**config.mk**
```make
export PLATFORM = sky130hd
export DESIGN_NAME = spi_peripheral
export DESIGN_NICKNAME = d
export VERILOG_FILES = /design/src/rtl/spi_peripheral.sv
export SDC_FILE = /design/constraint.sdc
export NUM_CORES = 1
export LEC_CHECK = 0
export BUFFER_PORTS_ARGS = -buffer_cell sky130_fd_sc_hd__buf_2
export CELL_PAD_IN_SITES_DETAIL_PLACEMENT = 1
export CELL_PAD_IN_SITES_GLOBAL_PLACEMENT = 1
export CORE_MARGIN = 3
export CORE_UTILIZATION = 35
export CTS_CLUSTER_SIZE = 16
export DETAILED_ROUTE_END_ITERATION = 10
export GPL_TIMING_DRIVEN = 0
export PLACE_DENSITY_LB_ADDON = 0.1
export SLEW_MARGIN = 5
export SYNTH_ARGS = -nofsm -noshare
export SYNTH_HDL_FRONTEND = slang
export SYNTH_SLANG_ARGS = --single-unit
```
**constraint.sdc**
```tcl
create_clock -name clk -period 1.2 [get_ports clk]
set_input_delay 0.12 -clock clk [delete_from_list [all_inputs] [get_ports clk]]
set_output_delay 0.12 -clock clk [all_outputs]
set_load 0.01 [all_outputs]
```
**src/rtl/spi_peripheral.sv**
```systemverilog
// rtl/spi_peripheral.sv - SPI mode-0 slave front end, oversampled in the clk domain
//
// Optional TX path enabled by defining SPI_PERIPHERAL_TX_EN.
// Ports:
//   clk, reset           system clock, synchronous active-high reset
//   spi_sclk/cs_n/mosi   asynchronous SPI pins (CPOL=0, CPHA=0)
//   spi_miso             slave-out data
//   rx_valid, rx_byte    one-cycle strobe with the last received byte
//   tx_byte, tx_load     response byte and its load strobe
//   tx_ready             TX buffer empty
//   tx_underrun          pulse: a byte slot started with the TX buffer empty
//   frame_active         high while a frame is in progress
module spi_peripheral #(
  parameter logic [7:0] IDLE_TX_BYTE = 8'h00
) (
  input  logic       clk,
  input  logic       reset,
  input  logic       spi_sclk,
  input  logic       spi_cs_n,
  input  logic       spi_mosi,
  output logic       spi_miso,
  output logic       rx_valid,
  output logic [7:0] rx_byte,
  input  logic [7:0] tx_byte,
  input  logic       tx_load,
  output logic       tx_ready,
  output logic       tx_underrun,
  output logic       frame_active
);

  typedef enum logic [1:0] {
    S_WAIT_IDLE = 2'd0,
    S_IDLE      = 2'd1,
    S_ACTIVE    = 2'd2
  } state_t;

  state_t     r_state;
  state_t     w_next;

  logic       r_sclk_s1, r_sclk_s2, r_sclk_d;
  logic       r_cs_s1, r_cs_s2;
  logic       r_mosi_s1, r_mosi_s2;

  logic [7:0] r_rx_shift;
  logic [2:0] r_bit_cnt;
  logic [7:0] r_rx_byte;
  logic       r_rx_valid;

  logic       w_enter;
  logic       w_in_frame;
  logic       w_rise;
  logic       w_fall;

  // cs_n synchroniser resets low so WAIT_IDLE only leaves once the real pin
  // has been seen high through the full chain.
  always_ff @(posedge clk) begin
    if (reset) begin
      r_sclk_s1 <= 1'b0;
      r_sclk_s2 <= 1'b0;
      r_sclk_d  <= 1'b0;
      r_cs_s1   <= 1'b0;
      r_cs_s2   <= 1'b0;
      r_mosi_s1 <= 1'b0;
      r_mosi_s2 <= 1'b0;
    end else begin
      r_sclk_s1 <= spi_sclk;
      r_sclk_s2 <= r_sclk_s1;
      r_sclk_d  <= r_sclk_s2;
      r_cs_s1   <= spi_cs_n;
      r_cs_s2   <= r_cs_s1;
      r_mosi_s1 <= spi_mosi;
      r_mosi_s2 <= r_mosi_s1;
    end
  end

  always_ff @(posedge clk) begin
    if (reset) begin
      r_state <= S_WAIT_IDLE;
    end else begin
      r_state <= w_next;
    end
  end

  always_comb begin
    w_next = r_state;
    case (r_state)
      S_WAIT_IDLE: if (r_cs_s2)  w_next = S_IDLE;
      S_IDLE:      if (!r_cs_s2) w_next = S_ACTIVE;
      S_ACTIVE:    if (r_cs_s2)  w_next = S_IDLE;
      default:     w_next = S_WAIT_IDLE;
    endcase
  end

  assign w_enter    = (r_state == S_IDLE) && !r_cs_s2;
  // A cs_n rise seen in the same cycle as an SCLK edge wins over the edge.
  assign w_in_frame = (r_state == S_ACTIVE) && !r_cs_s2;
  assign w_rise     = w_in_frame && r_sclk_s2 && !r_sclk_d;
  assign w_fall     = w_in_frame && !r_sclk_s2 && r_sclk_d;

  always_ff @(posedge clk) begin
    if (reset) begin
      r_rx_shift <= 8'h00;
      r_bit_cnt  <= 3'd0;
      r_rx_byte  <= 8'h00;
      r_rx_valid <= 1'b0;
    end else begin
      r_rx_valid <= 1'b0;
      if (!w_in_frame) begin
        // Partial bytes are simply abandoned; the next byte overwrites the shifter.
        r_bit_cnt <= 3'd0;
      end else if (w_rise) begin
        r_rx_shift <= {r_rx_shift[6:0], r_mosi_s2};
        r_bit_cnt  <= r_bit_cnt + 3'd1;
        if (r_bit_cnt == 3'd7) begin
          r_rx_byte  <= {r_rx_shift[6:0], r_mosi_s2};
          r_rx_valid <= 1'b1;
        end
      end
    end
  end

  assign rx_valid     = r_rx_valid;
  assign rx_byte      = r_rx_byte;
  assign frame_active = (r_state == S_ACTIVE);

`ifdef SPI_PERIPHERAL_TX_EN
  logic [7:0] r_tx_buf;
  logic       r_tx_full;
  logic [7:0] r_tx_shift;
  logic       r_tx_underrun;
  logic       w_reload;

  // Byte slots start on frame entry and on each fall that follows a completed byte.
  assign w_reload = w_enter || (w_fall && (r_bit_cnt == 3'd0));

  always_ff @(posedge clk) begin
    if (reset) begin
      r_tx_buf      <= 8'h00;
      r_tx_full     <= 1'b0;
      r_tx_shift    <= 8'h00;
      r_tx_underrun <= 1'b0;
    end else begin
      r_tx_underrun <= 1'b0;
      if (w_reload) begin
        if (r_tx_full) begin
          r_tx_shift <= r_tx_buf;
          r_tx_full  <= 1'b0;
        end else begin
          r_tx_shift    <= IDLE_TX_BYTE;
          r_tx_underrun <= 1'b1;
        end
      end else if (w_fall) begin
        r_tx_shift <= {r_tx_shift[6:0], 1'b0};
      end
      // Only accepted while empty, so it never collides with the drain above.
      if (tx_load && !r_tx_full) begin
        r_tx_buf  <= tx_byte;
        r_tx_full <= 1'b1;
      end
    end
  end

  assign spi_miso    = (r_state == S_ACTIVE) ? r_tx_shift[7] : 1'b0;
  assign tx_ready    = !r_tx_full;
  assign tx_underrun = r_tx_underrun;
`else
  logic w_unused_tx;
  assign w_unused_tx = ^{tx_byte, tx_load, w_enter};
  assign spi_miso    = 1'b0;
  assign tx_ready    = 1'b0;
  assign tx_underrun = 1'b0;
`endif

endmodule

```
======== Yosys cells after proc, flatten, opt, wreduce, memory -nomap -nowiden ========
Index checks and enable logic that the tools add are counted.
storage, ports and cells
  output and inout port bits .............. 13
  input port bits ......................... 14
  logic and storage cells ................. 36
  bits in registers ....................... 28
operators by class
  mux-type cells .......................... 4
  add/sub/neg operators ................... 1
  equal/unequal tests ..................... 5
  bitwise gates (word level) .............. 2
  reduce and logical (&&, ||, !) cells .... 12
operator list
  operator                                                                  number
  2-bit two-way mux                                                         2
  2-bit one-hot mux with 2 select lines                                     1
  2-bit AND reduction                                                       2
  2-bit OR reduction                                                        2
  3-bit by 1-bit adder with 3-bit output (second input constant)            1
  3-bit == test (second input constant)                                     1
  1-bit logical AND                                                         3
  3-bit AND reduction                                                       1
  3-bit OR reduction                                                        1
  2-bit by 1-bit == test with 1-bit output (second input constant)          1
  2-bit == test (second input constant)                                     1
  1-bit logical NOT                                                         2
  2-bit logical NOT                                                         1
  2-bit by 1-bit inequality test with 1-bit output (second input constant)  1
  2-bit inequality test (second input constant)                             1
  1-bit inverter                                                            2
  1-bit two-way mux                                                         1

======== Longest topological paths before layout ========
  depth after elaboration ................. 6
  mapped depth ............................ 6

======== Worst setup path after synthesis ========
Ideal clock, no wire load.
  kind .................................... reg-to-reg
  start ................................... reg r_bit_cnt[0]
  end ..................................... reg r_rx_byte[1], in the netlist rx_byte[1]
  slack ................................... -0.131 ns
  period minus slack after synthesis ...... 1.331 ns
  stages on the path, launching flop included .. 7
  path buffers ............................ 1
  required time ........................... 1.080 ns
  library setup time ...................... 0.120 ns
  arrival time ............................ 1.211 ns
  cell sequence ........................... dfxtp_1 -> ha_1 -> ha_1 -> and3b_1 -> and2_1 -> buf_4 -> mux2i_1
on the way
  cells in the longest elaborated chain, start to end .. 2
ends and longest elaborated chain
  what                                  line  source
  start: declaration                    45    logic [2:0] r_bit_cnt;
  start signal: assignment              113   r_bit_cnt <= r_bit_cnt + 3'd1;
  3-bit == test                         114   if (r_bit_cnt == 3'd7) begin
  3-bit AND reduction (no source line)  n/a
  end signal: assignment                115   r_rx_byte <= {r_rx_shift[6:0], r_mosi_s2};
  end: declaration                      46    logic [7:0] r_rx_byte;
Every way passes these cells.
A chain may end at the register's enable or synchronous reset.

======== Final worst setup path ========
  start ................................... reg r_bit_cnt[0]
  end ..................................... reg r_rx_byte[0], in the netlist rx_byte[0]
Same word-level chain as after synthesis.

==> run metrics <==
number of global-route vias before repair=723; CTS Root Cell=clkbuf_4; CTS tree=built; Worst setup startpoint=r_bit_cnt[0]; Remaining Overflow, GRT=0; Main synth FF type=dfxtp_1; DIE AREA=3768 sq um; Die Y=61.38 um; largest area contributor in the netlist=dfxtp_1; Cells after Synth=95; EDFF count, synth=0; H-tree depth=1; CTS max path bufs=2; port buffer count=14; Setup CP Type=flip-flop to flip-flop; gpl congestion=0.6669; core area=2829 sq um; via count=691; Peak supply drop=431.1 uV; sequential cell area fraction in the yosys report=52.21%; first-pass detailed-route iteration total=2; FMAX=801.5 MHz; GRT Overall Usage=11.43%; Cell Rows=19; post-route cell area=1275 sq um; Clk Latency, worst-skew pair=310 ps; pin count of the biggest net entering global routing=15; PD cells=1086 nW/um^2; R2R Path Start=r_bit_cnt[0]; most frequent cell after synthesis=dfxtp_1; fillcell total=320; most common library cells after synthesis=dfxtp_1, mux2i_1, nand2b_1, nor2b_1; R2R Setup Slk=-50 ps; CP Capture Type=flip-flop; period utilization=104.0%; n_diodes=0; Setup WS post-layout=-47.59 ps; Leak Pwr=0.5216 nW; failing checks=setup timing; Nets=135; crit path time final=1248 ps; Non-Filler Instances=148; CP endpoint=rx_byte[0]; Initial Util=37.95%; Netlist Area Pre-Place=1074 sq um; total wire length=1.670 mm; final setup vio count=8; first-pass GRT wire length=3.042 mm; crit start category=flip-flop; post-synth top area share=52.21%; Post-Syn Area per Cell=11.30 sq um; Die Span X=61.38 um; #FFs+latches synth=28; I/O pin total=27; layout cells sized above 1=29.06%; top cells by area, synth=dfxtp_1, mux2i_1, nand2b_1, nor2b_1, buf_4; worst r2r dst=rx_byte[0]; HP Class=input pin to flip-flop; initial drt markers=6; initial antenna violation count=0; Cells after DPL=142; clk_skew=1.494 ps; Worst Path Arrival=1500 ps; maxcap violations=0; CTS sink cnt=28; Final Max Slew Viols=0; Yosys warning count=0; endpoints failing hold=0; critical path peak fanout=4; post-detail-place hpwl=1.209 mm; clk slew on worst S/H paths=130 ps; CP required=1460 ps; DRC Markers=0; dpl cell area=1221 sq um; worst reg2reg path depth=5; routed vias/inst=4.669; synth unique cells=20; RSZ-0062 raised after global routing=yes; ANT nets after route=0; status=finished, violations left; DR WL/cell=11.28 um; area grow syn2layout=18.76%; share of flip-flops with an asynchronous set or reset=0%; total CTS buffers=3
-- metrics by stage --
stage	power, mW	utilization (%)	hold slack, ps	TNS [ps]	setup WS (ps)
floorplan	1.015	-	248.2	-272.4	-68.44
global placement	1.031	43.17	326.3	-443.1	-111.1
detailed placement	1.033	43.17	343.1	-526.6	-115.6
CTS	1.414	44.71	0.1583	-332.7	-54.72
global route	1.471	45.07	204.1	-942.0	-144.1
finish	1.384	45.07	204.3	-289.9	-47.59
-- routing by layer --
layer	part of all wire [%]	track usage, %
met5	0	0
met4	2.5	6.364
met3	4.4	3.145
met2	49	20.24
met1	44	12.20
-- logic make-up (layout without fill, tap and decap cells) --
group                    after synthesis  count (layout)  share of synthesized area [%]
AO/OA/AOI/OAI                          1               1                         0.6996
AND/OR/NAND/NOR                       36              36                          21.68
flip-flops                            28              28                          52.21
adder cells (fa/ha/maj)                2               2                          2.331
buffers and inverters                  8              28                          5.244
XOR/XNOR                               2               2                          1.632
other                                  1               3                         0.3493
multiplexers                          17              17                          15.85
-- cell type report --
| type | instances | area (sq um) | share of cell area [%] |
|---|---|---|---|
| multi-input cells | 61 | 493.0 | 38.67 |
| repair buffers | 19 | 115.1 | 9.028 |
| plain buffers | 5 | 30.03 | 2.355 |
| flip-flops and latches | 28 | 571.8 | 44.85 |
| well taps | 31 | 38.79 | 3.042 |
| clock buffers | 3 | 22.52 | 1.766 |
| inverters | 1 | 3.754 | 0.2944 |
-- worst min path at each step --
stage                      end  slack (ps)     start  cells after the start
floorplan              r_cs_s1         250  spi_cs_n                      1
global route        rx_byte[0]         200     reset                      3
CTS                  r_mosi_s1         0.2  spi_mosi                      2
global placement     r_mosi_s1         330  spi_mosi                      2
detailed placement   r_sclk_s1         340  spi_sclk                      2
finish              rx_byte[0]         200     reset                      3
-- layout by cell type, fill, tap and decap left out --
master,synthesis,final
dfxtp_1,28,23
clkbuf_1,2,2
nor3b_4,1,1
inv_1,1,1
and2_4,1,2
nor2_1,4,4
ha_4,0,2
a211oi_1,1,1
buf_2,0,14
xnor2_1,2,2
and3b_1,1,1
nor2b_1,8,8
dlygate4sd3_1,0,3
nand2_2,1,1
nand2b_1,17,17
nor3_1,1,1
mux2i_1,17,17
conb_1,1,3
and2b_2,0,1
buf_4,4,5
clkbuf_4,0,3
dfxtp_4,0,2
dfxtp_2,0,3
-- power breakdown --
group,switching (mW),total (mW),internal (mW),leakage [nW]
Combinational,0.0301,0.0732,0.0432,0.278
Clock,0.248,0.365,0.118,0.0138
Sequential,0.00650,0.946,0.939,0.230
-- registers in the layout (all words and copies together), names as in the netlist --
register    cells
r_bit_cnt       3
r_cs_s1         1
r_cs_s2         1
r_mosi_s1       1
r_mosi_s2       1
r_rx_shift      7
r_sclk_d        1
r_sclk_s1       1
r_sclk_s2       1
r_state         2
rx_byte         8
rx_valid        1
-- worst max-delay path: stages, from the launching register on --
cell	delay, ps
dfxtp_2	380
ha_4	140
ha_4	110
and3b_1	180
and2_4	200
mux2i_1	180
-- repair_timing --
action                                  CTS  global route
endpoints found under the setup margin   15            16
pin swaps                                 0             2
hold endpoints to repair                  2             1
hold buffers                              2             1
setup buffers                             1             1
resized for setup                         3             4
(Power assumes the default switching activity.)
